==> config.mk <==
export PLATFORM = sky130hd
export DESIGN_NAME = rms_stream_flat
export DESIGN_NICKNAME = d
export VERILOG_FILES = /design/src/rtl/rms_pkg.sv /design/src/rtl/rms_stream_if.sv /design/src/rtl/isqrt_seq.sv /design/src/rtl/rms_stream.sv /design/src/flat_wrapper.sv
export SDC_FILE = /design/constraint.sdc
export NUM_CORES = 1
export LEC_CHECK = 0
export CAP_MARGIN = 20
export CORE_ASPECT_RATIO = 1.1
export CORE_UTILIZATION = 55
export DETAILED_ROUTE_END_ITERATION = 10
export PLACE_DENSITY = 0.78
export SYNTH_ARGS = -nofsm -noshare
export SYNTH_HDL_FRONTEND = slang
export SYNTH_SLANG_ARGS = --single-unit
==> constraint.sdc <==
create_clock -name clk -period 3.3 [get_ports clk]
set_input_delay 0.66 -clock clk [delete_from_list [all_inputs] [get_ports clk]]
set_output_delay 0.66 -clock clk [all_outputs]
set_load 0.01 [all_outputs]
==> src/rtl/rms_pkg.sv <==
// Shared types and helpers for the streaming RMS block.
package rms_pkg;

   typedef enum logic [1:0] {
      ACCUM,
      DIV,
      SQRT,
      DONE
   } rms_state_e;

   // Ceiling log2, usable in parameter/localparam expressions.
   function automatic int clog2(input int value);
      int result;
      result = 0;
      while ((1 << result) < value) begin
         result = result + 1;
      end
      return result;
   endfunction

endpackage

==> src/rtl/rms_stream_if.sv <==
// Sample-in / result-out handshake bundle for rms_stream.
interface rms_stream_if #(
   parameter int SW = 4
);

   logic            in_valid;
   logic            in_ready;
   logic [SW-1:0]   in_sample;
   logic            out_valid;
   logic            out_ready;
   logic [SW-1:0]   out_rms;
   logic [2*SW-1:0] out_mean;

   modport master (
      output in_valid, in_sample, out_ready,
      input  in_ready, out_valid, out_rms, out_mean
   );

   modport slave (
      input  in_valid, in_sample, out_ready,
      output in_ready, out_valid, out_rms, out_mean
   );

endinterface

==> src/rtl/isqrt_seq.sv <==
// Sequential digit-by-digit integer square root, one root bit per cycle.
// start loads the radicand; SW cycles later done is high with the root.
module isqrt_seq
   import rms_pkg::*;
#(
   parameter int SW = 4
) (
   input  logic            clk,
   input  logic            rst,
   input  logic            start,
   input  logic [2*SW-1:0] radicand,
   output logic [SW-1:0]   root,
   output logic            done
);

   localparam int CW  = clog2(SW + 1);
   localparam int RMW = SW + 2;

   logic            busy_q, busy_d;
   logic [CW-1:0]   cnt_q, cnt_d;
   logic [2*SW-1:0] rad_q, rad_d;
   logic [RMW-1:0]  rem_q, rem_d;
   logic [SW-1:0]   root_q, root_d;
   logic [RMW-1:0]  trial;
   logic [RMW-1:0]  test;

   // One bit-pair step: bring down two radicand bits, try appending a 1 to the root.
   always_comb begin
      busy_d = busy_q;
      cnt_d  = cnt_q;
      rad_d  = rad_q;
      rem_d  = rem_q;
      root_d = root_q;
      trial  = '0;
      test   = '0;
      if (start) begin
         busy_d = 1'b1;
         cnt_d  = CW'(SW);
         rad_d  = radicand;
         rem_d  = '0;
         root_d = '0;
      end else if (busy_q) begin
         if (cnt_q == '0) begin
            busy_d = 1'b0;
         end else begin
            trial = (rem_q << 2) | RMW'(rad_q[2*SW-1 -: 2]);
            test  = {root_q, 2'b01};
            rad_d = rad_q << 2;
            cnt_d = cnt_q - CW'(1);
            if (trial >= test) begin
               rem_d  = trial - test;
               root_d = (root_q << 1) | SW'(1);
            end else begin
               rem_d  = trial;
               root_d = root_q << 1;
            end
         end
      end
   end

   // Iteration registers.
   always_ff @(posedge clk) begin
      if (rst) begin
         busy_q <= 1'b0;
         cnt_q  <= '0;
         rad_q  <= '0;
         rem_q  <= '0;
         root_q <= '0;
      end else begin
         busy_q <= busy_d;
         cnt_q  <= cnt_d;
         rad_q  <= rad_d;
         rem_q  <= rem_d;
         root_q <= root_d;
      end
   end

   assign root = root_q;
   assign done = busy_q && (cnt_q == '0);

endmodule

==> src/rtl/rms_stream.sv <==
// Streaming RMS: accumulates N squared samples, divides by N with a
// restoring divider, then takes an integer square root.
module rms_stream
   import rms_pkg::*;
#(
   parameter int SW = 4,
   parameter int N  = 5
) (
   input  logic         clk,
   input  logic         rst,
   rms_stream_if.slave  bus
);

   localparam int ACCW = 2*SW + clog2(N);
   localparam int CNW  = clog2(N);
   localparam int STW  = clog2(ACCW);
   localparam int RW   = clog2(N) + 1;

   rms_state_e      state_q, state_d;
   logic [ACCW-1:0] acc_q, acc_d;
   logic [CNW-1:0]  cnt_q, cnt_d;
   logic [STW-1:0]  step_q, step_d;
   logic [RW-1:0]   rem_q, rem_d;
   logic            out_valid_q, out_valid_d;
   logic [SW-1:0]   out_rms_q, out_rms_d;
   logic [2*SW-1:0] out_mean_q, out_mean_d;

   logic [ACCW-1:0] sample_ext;
   logic [ACCW-1:0] sample_sq;
   logic [RW-1:0]   shifted;
   logic            qbit;
   logic            sqrt_start;
   logic [2*SW-1:0] sqrt_radicand;
   logic [SW-1:0]   sqrt_root;
   logic            sqrt_done;

   // Next-state logic. During DIV the accumulator doubles as the dividend
   // shift register, with quotient bits shifted in at the bottom.
   always_comb begin
      state_d       = state_q;
      acc_d         = acc_q;
      cnt_d         = cnt_q;
      step_d        = step_q;
      rem_d         = rem_q;
      out_valid_d   = out_valid_q;
      out_rms_d     = out_rms_q;
      out_mean_d    = out_mean_q;
      sample_ext    = ACCW'(bus.in_sample);
      sample_sq     = sample_ext * sample_ext;
      shifted       = '0;
      qbit          = 1'b0;
      sqrt_start    = 1'b0;
      case (state_q)
         ACCUM: begin
            if (bus.in_valid) begin
               acc_d = acc_q + sample_sq;
               if (cnt_q == CNW'(N - 1)) begin
                  cnt_d   = '0;
                  step_d  = '0;
                  rem_d   = '0;
                  state_d = DIV;
               end else begin
                  cnt_d = cnt_q + CNW'(1);
               end
            end
         end
         DIV: begin
            shifted = (rem_q << 1) | RW'(acc_q[ACCW-1]);
            if (shifted >= RW'(N)) begin
               rem_d = shifted - RW'(N);
               qbit  = 1'b1;
            end else begin
               rem_d = shifted;
            end
            acc_d  = {acc_q[ACCW-2:0], qbit};
            step_d = step_q + STW'(1);
            if (step_q == STW'(ACCW - 1)) begin
               sqrt_start = 1'b1;
               state_d    = SQRT;
            end
         end
         SQRT: begin
            if (sqrt_done) begin
               out_valid_d = 1'b1;
               out_rms_d   = sqrt_root;
               out_mean_d  = acc_q[2*SW-1:0];
               state_d     = DONE;
            end
         end
         DONE: begin
            if (bus.out_ready) begin
               out_valid_d = 1'b0;
               acc_d       = '0;
               state_d     = ACCUM;
            end
         end
         default: state_d = ACCUM;
      endcase
      sqrt_radicand = acc_d[2*SW-1:0];
   end

   // State and datapath registers; reset overrides any handshake.
   always_ff @(posedge clk) begin
      if (rst) begin
         state_q     <= ACCUM;
         acc_q       <= '0;
         cnt_q       <= '0;
         step_q      <= '0;
         rem_q       <= '0;
         out_valid_q <= 1'b0;
         out_rms_q   <= '0;
         out_mean_q  <= '0;
      end else begin
         state_q     <= state_d;
         acc_q       <= acc_d;
         cnt_q       <= cnt_d;
         step_q      <= step_d;
         rem_q       <= rem_d;
         out_valid_q <= out_valid_d;
         out_rms_q   <= out_rms_d;
         out_mean_q  <= out_mean_d;
      end
   end

   isqrt_seq #(
      .SW(SW)
   ) u_isqrt (
      .clk      (clk),
      .rst      (rst),
      .start    (sqrt_start),
      .radicand (sqrt_radicand),
      .root     (sqrt_root),
      .done     (sqrt_done)
   );

   assign bus.in_ready  = (state_q == ACCUM);
   assign bus.out_valid = out_valid_q;
   assign bus.out_rms   = out_rms_q;
   assign bus.out_mean  = out_mean_q;

endmodule
==> src/flat_wrapper.sv <==
// flat-port wrapper written by rule: the top's interface ports become plain ports
module rms_stream_flat import rms_pkg::*;
#(
   parameter int SW = 4,
   parameter int N  = 5
)
  (clk, rst, bus_in_valid, bus_in_sample, bus_out_ready, bus_in_ready, bus_out_valid, bus_out_rms, bus_out_mean);
  rms_stream_if #(.SW(SW)) bus_i ();
  input  logic clk;
  input  logic rst;
  input wire logic [$bits(bus_i.in_valid)-1:0] bus_in_valid;
  input wire logic [$bits(bus_i.in_sample)-1:0] bus_in_sample;
  input wire logic [$bits(bus_i.out_ready)-1:0] bus_out_ready;
  output wire logic [$bits(bus_i.in_ready)-1:0] bus_in_ready;
  output wire logic [$bits(bus_i.out_valid)-1:0] bus_out_valid;
  output wire logic [$bits(bus_i.out_rms)-1:0] bus_out_rms;
  output wire logic [$bits(bus_i.out_mean)-1:0] bus_out_mean;
  assign bus_i.in_valid = bus_in_valid;
  assign bus_i.in_sample = bus_in_sample;
  assign bus_i.out_ready = bus_out_ready;
  assign bus_in_ready = bus_i.in_ready;
  assign bus_out_valid = bus_i.out_valid;
  assign bus_out_rms = bus_i.out_rms;
  assign bus_out_mean = bus_i.out_mean;
  rms_stream #(.SW(SW), .N(N)) u_core (.clk(clk), .rst(rst), .bus(bus_i));
endmodule
Word level (Yosys, flattened, before mapping). Cells that the tools add are included. W data, S select, Z words.

Flip-flop bits (word level): 56. Bits of input ports: 8.

Add/subtract/negate cells: 6. $mul: 1. $lt $le $gt $ge: 2. Equal/unequal tests: 11. Muxes and demuxes: 32. Bitwise logic cells: 3. Reductions and logical operators: 16.

Operators by type and width (number): $pmux W11 S3 (1); $mux W8 (3); $mux W11 (2); $mux W3 (5); $mux W4 (3); $add A11 B8 Y11 (1); $mux W2 (5); $mux W1 (9); $reduce_and A3 Y1 (3); $mul A4 B4 Y8 (1); $ne A2 B1 Y1 const B (4); $pmux W2 S4 (1); $pmux W4 S2 (1); $reduce_and A2 Y1 (4); $ge A6 B6 Y1 (1); $or A6 B2 Y6 (1); $pmux W3 S2 (1); $reduce_bool A2 Y1 (3); $reduce_and A5 Y1 (1); $add A4 B1 Y4 const B (1); $eq A2 B2 Y1 const B (2); $eq A4 B4 Y1 const B (1); $ge A4 B3 Y1 const B (1); $ne A2 B2 Y1 const B (2); other kinds (14) (14).

Longest topological paths before layout.
Depth after elaboration: 5. Mapped depth: 9. Gate-level depth less buffers: 9.

By module. Synthesis repeated with hierarchy kept, for this count alone.

Cell total of the unflattened synthesis: 398. Area, all modules: 3228.1 µm².

Modules (own cells, without submodules): rms_stream (times used 1, cells each 275, area each 2213.4 µm², sequential area each 720.7 µm²); isqrt_seq (times used 1, cells each 123, area each 1014.7 µm², sequential area each 400.4 µm²).

Worst setup path after synthesis. No wires, ideal clock.

Kind: input to register. From: input port bus_in_sample[1]. To: register u_core.u_isqrt.rad_q[7]. Data arrival time: 2706 ps. Required time: 3184 ps. Setup slack: 478 ps. Stages on the path: 9. Buffers on the path: 0. Path through: nand2b_1 -> fa_1 -> inv_1 -> ha_1 -> o21ai_0 -> o21ai_1 -> a211o_1 -> a311o_1 -> and3_1.

Longest elaborated chain between the ends: 5.

RTL lines: start: declaration (RTL line flat_wrapper.sv:12) `input wire logic [$bits(bus_i.in_sample)-1:0] bus_in_sample;`; $mul A4 B4 Y8 (RTL line rms_stream.sv:49) `sample_sq = sample_ext * sample_ext;`; $add A11 B8 Y11 (RTL line rms_stream.sv:56) `acc_d = acc_q + sample_sq;`; $mux W11 (RTL line rms_stream.sv:55) `if (bus.in_valid) begin`; $pmux W11 S3 (RTL line rms_stream.sv:53) `case (state_q)`; $mux W8 (RTL line isqrt_seq.sv:36) `if (start) begin`; end signal: assignment (RTL line isqrt_seq.sv:72) `rad_q <= rad_d;`; end: declaration (RTL line isqrt_seq.sv:21) `logic [2*SW-1:0] rad_q, rad_d;`.

Every way passes these cells. The select of a mux whose other input is x is not followed. A chain may end at the register's enable or synchronous reset.

Worst setup path in the final report. Ends and elaborated chain as after synthesis.

==> flow_summary.json <==
{
  "synth_top_area_frac": 0.342,
  "slowest_delay_ps": 500,
  "slew_viol_final": 0,
  "seq_area_frac_synth": 0.342,
  "synth_area_sq_um": 3270,
  "crit_path_max_fanout": 4,
  "ys_ff_latch": 56,
  "cts-root-buf": "clkbuf_8",
  "worst_pin_slew_ps": 874,
  "leakage_nw": 1.46,
  "slew_headroom": 0.414,
  "vias": 2846,
  "num_antenna_cells": 0,
  "grt_max_degree": 45,
  "hold_class": "reg -> reg",
  "tns_ps": 0,
  "syn_nets": 439,
  "gp_congestion": 0.906,
  "place.port_buffers": 21,
  "wl_per_cell_microns": 14.5,
  "area_growth_pct": 11.2,
  "via_per_inst": 5.75,
  "cp_cell_sequence": "clkdlybuf4s50_1, nand2b_1, fa_1, inv_1, ha_1, o21ai_0, o21ai_1, a211o_1, a311o_1, and3_1",
  "yosysWarningCount": 0,
  "cts_sinks": 56,
  "drt_iter0_markers": 174,
  "status": "finished, final reports clean",
  "cp.required_ps": 3530,
  "max_freq_mhz": 329,
  "ys.flop_type": "dfxtp_1",
  "timing.hold.ws_ps": 459,
  "clock_path_buffers": 2,
  "stdcell_count": 495,
  "postLayoutSetupSlackWorst_ps": 263,
  "async_flop_share": 0,
  "cp.buffers_inverters": 2,
  "avgSynthCellArea_sq_um": 8.23,
  "die_area_sq_um": 6270,
  "synth_edf_count": 0,
  "dieHeight_microns": 82.9,
  "fillers": 512,
  "antenna_found_initial": 0,
  "post-route-period-util": 0.920,
  "drc": 0,
  "dr.pass1.iters": 4,
  "clk_pin_slew_ps": 100,
  "cts_hold_buffers": 0,
  "critPathTopFamily": "compound AO/OA/AOI/OAI gates",
  "netlist_top_cells_area": "dfxtp_1, ha_1, nand2_1",
  "cp_slowest_cell": "fa_1",
  "finalHoldViolCount": 0,
  "drt_wl_total_mm": 7.16,
  "max_cap_violations": 0,
  "clock_latency_ps": 320,
  "end_kind": "flop",
  "post_cts_resize_count": 0,
  "yosysUniqueCellTypes": 59,
  "drive_gt1_frac": 0.0646,
  "cellPowerDensity_nw_per_um2": 389,
  "grt_pass1_vias": 2737,
  "grt_overflow": 0,
  "rsz0062_at_grt": "no",
  "ir_drop_mv": 0.346,
  "regArea_sq_um": 1120,
  "rows": 29,
  "p_total_mw": 1.42,
  "cts-buffers-inserted": 5,
  "io_pins": 22,
  "netlist_top_cells_count": "nand2_1, dfxtp_1, a21oi_1",
  "die_w_microns": 75.6,
  "syn_inst": 398,
  "skew_ps": 10.4,
  "initial_core_util": 0.568,
  "finalSetupViolCount": 0,
  "cts_tree": "done",
  "worstSetupPathType": "in -> reg",
  "nNetsFinal": 458,
  "synth.most_common_cell": "nand2_1",
  "worstSetupStartpointType": "primary input",
  "post-dp-hpwl_mm": 5.21,
  "coreArea_sq_um": 5770,
  "h-tree-depth": 2,
  "multiInputGateArea_sq_um": 1950,
  "grt_pass1_wl_mm": 12.0,
  "arrival_ps": 3260,
  "dp_cells": 487,
  "yosys.area.top_type": "dfxtp_1",
  "cts_setup_buffers": 0,
  "grt.total_usage": 0.246,
  "period_minus_slack_ps": 3040,
  "place_ws_ps": -80.3,
  "ant_nets": 0
}
==> layout by cell type (no fill, tap or decap), types with 3 or more instances in the layout <==
| cell | n |
|---|---|
| mux2i_1 | 6 |
| dfxtp_1 | 56 |
| a211oi_1 | 4 |
| nand2b_1 | 5 |
| o21ai_0 | 17 |
| nor3_1 | 10 |
| a31oi_1 | 4 |
| a21oi_1 | 42 |
| nor2b_1 | 4 |
| xnor2_1 | 9 |
| a21o_1 | 5 |
| and3_1 | 3 |
| nor2_1 | 27 |
| nand3_1 | 8 |
| buf_4 | 8 |
| and2_1 | 4 |
| ha_1 | 31 |
| o211ai_1 | 5 |
| clkdlybuf4s50_1 | 21 |
| inv_1 | 28 |
| a22oi_1 | 6 |
| clkbuf_8 | 5 |
| nand2_1 | 61 |
==> where the power goes <==
group | total (mW) | switching, mW | internal [mW]
combinational | 0.294 | 0.173 | 0.122
clock | 0.401 | 0.245 | 0.156
sequential | 0.720 | 0.0267 | 0.693
total | 1.42 | 0.444 | 0.972
==> per-layer routing <==
metal  up-vias  wire length [microns]  track usage  part of all wire
met1      1351                   3190        0.299              0.45
li1       1435                      -            -                 -
met5         -                      0            0                 0
met3        14                    191       0.0388             0.027
met4         0                    149        0.114             0.021
met2        46                   3630        0.415              0.51
==> worst register-to-register path: cells and delay by family, from the launching register on <==
kind | cells | cell delay [ps]
AOI/OAI and AO/OA | 4 | 980
adders and majority gates | 2 | 820
buffers and inverters | 2 | 130
DFF | 1 | 450
and+or+nand+nor | 1 | 130
==> cell families after synthesis <==
| group | Yosys count | share of synthesized area |
|---|---|---|
| buf+inv | 46 | 0.0642 |
| mux | 8 | 0.0252 |
| simple gates | 135 | 0.192 |
| flops | 56 | 0.342 |
| xor+xnor | 10 | 0.0268 |
| fa+ha+maj | 33 | 0.131 |
| compound gates | 110 | 0.219 |
==> final timing paths <==
path                                        from                                    to  slack [ps]  depth (start not counted)
max                             bus_in_sample[1]  u_core.u_isqrt.rad_q[7]$_SDFFE_PP0P_         260                         10
min          u_core.bus.out_mean[2]$_SDFFE_PP0P_   u_core.bus.out_mean[2]$_SDFFE_PP0P_         460                          2
max reg2reg           u_core.acc_q[4]$_SDFF_PP0_  u_core.u_isqrt.rad_q[7]$_SDFFE_PP0P_         680                          9
min reg2reg  u_core.bus.out_mean[2]$_SDFFE_PP0P_   u_core.bus.out_mean[2]$_SDFFE_PP0P_         460                          2
==> state kept, by name, indices dropped and copies added, names as in the netlist <==
signal and cells:
u_core.step_q 4, u_core.acc_q 11, u_core.u_isqrt.busy_q 1, u_core.bus.out_mean 8, u_core.u_isqrt.root 4, u_core.cnt_q 3, u_core.u_isqrt.rem_q 4, u_core.state_q 2
u_core.bus.out_valid 1, u_core.rem_q 3, u_core.bus.out_rms 4, u_core.u_isqrt.rad_q 8, u_core.u_isqrt.cnt_q 3
==> final cells by class <==
class / instances / area share
clock buffers: 5 / 0.0189
clock inverters: 3 / 0.00756
inverters: 29 / 0.0299
multi-input cells: 296 / 0.535
flip-flops and latches: 56 / 0.308
well taps: 77 / 0.0265
repair buffers: 29 / 0.0742
==> through the flow <==
| step | utilization | cell area (sq um) |
|---|---|---|
| 6_report | 0.631 | 3640 |
| 5_1_grt | 0.631 | 3640 |
| 4_1_cts | 0.630 | 3640 |
| 3_5_place_dp | 0.614 | 3540 |
| 3_3_place_gp | 0.614 | 3540 |
| 2_1_floorplan | - | 3270 |
No activity file was read; power rests on OpenSTA's default activity.
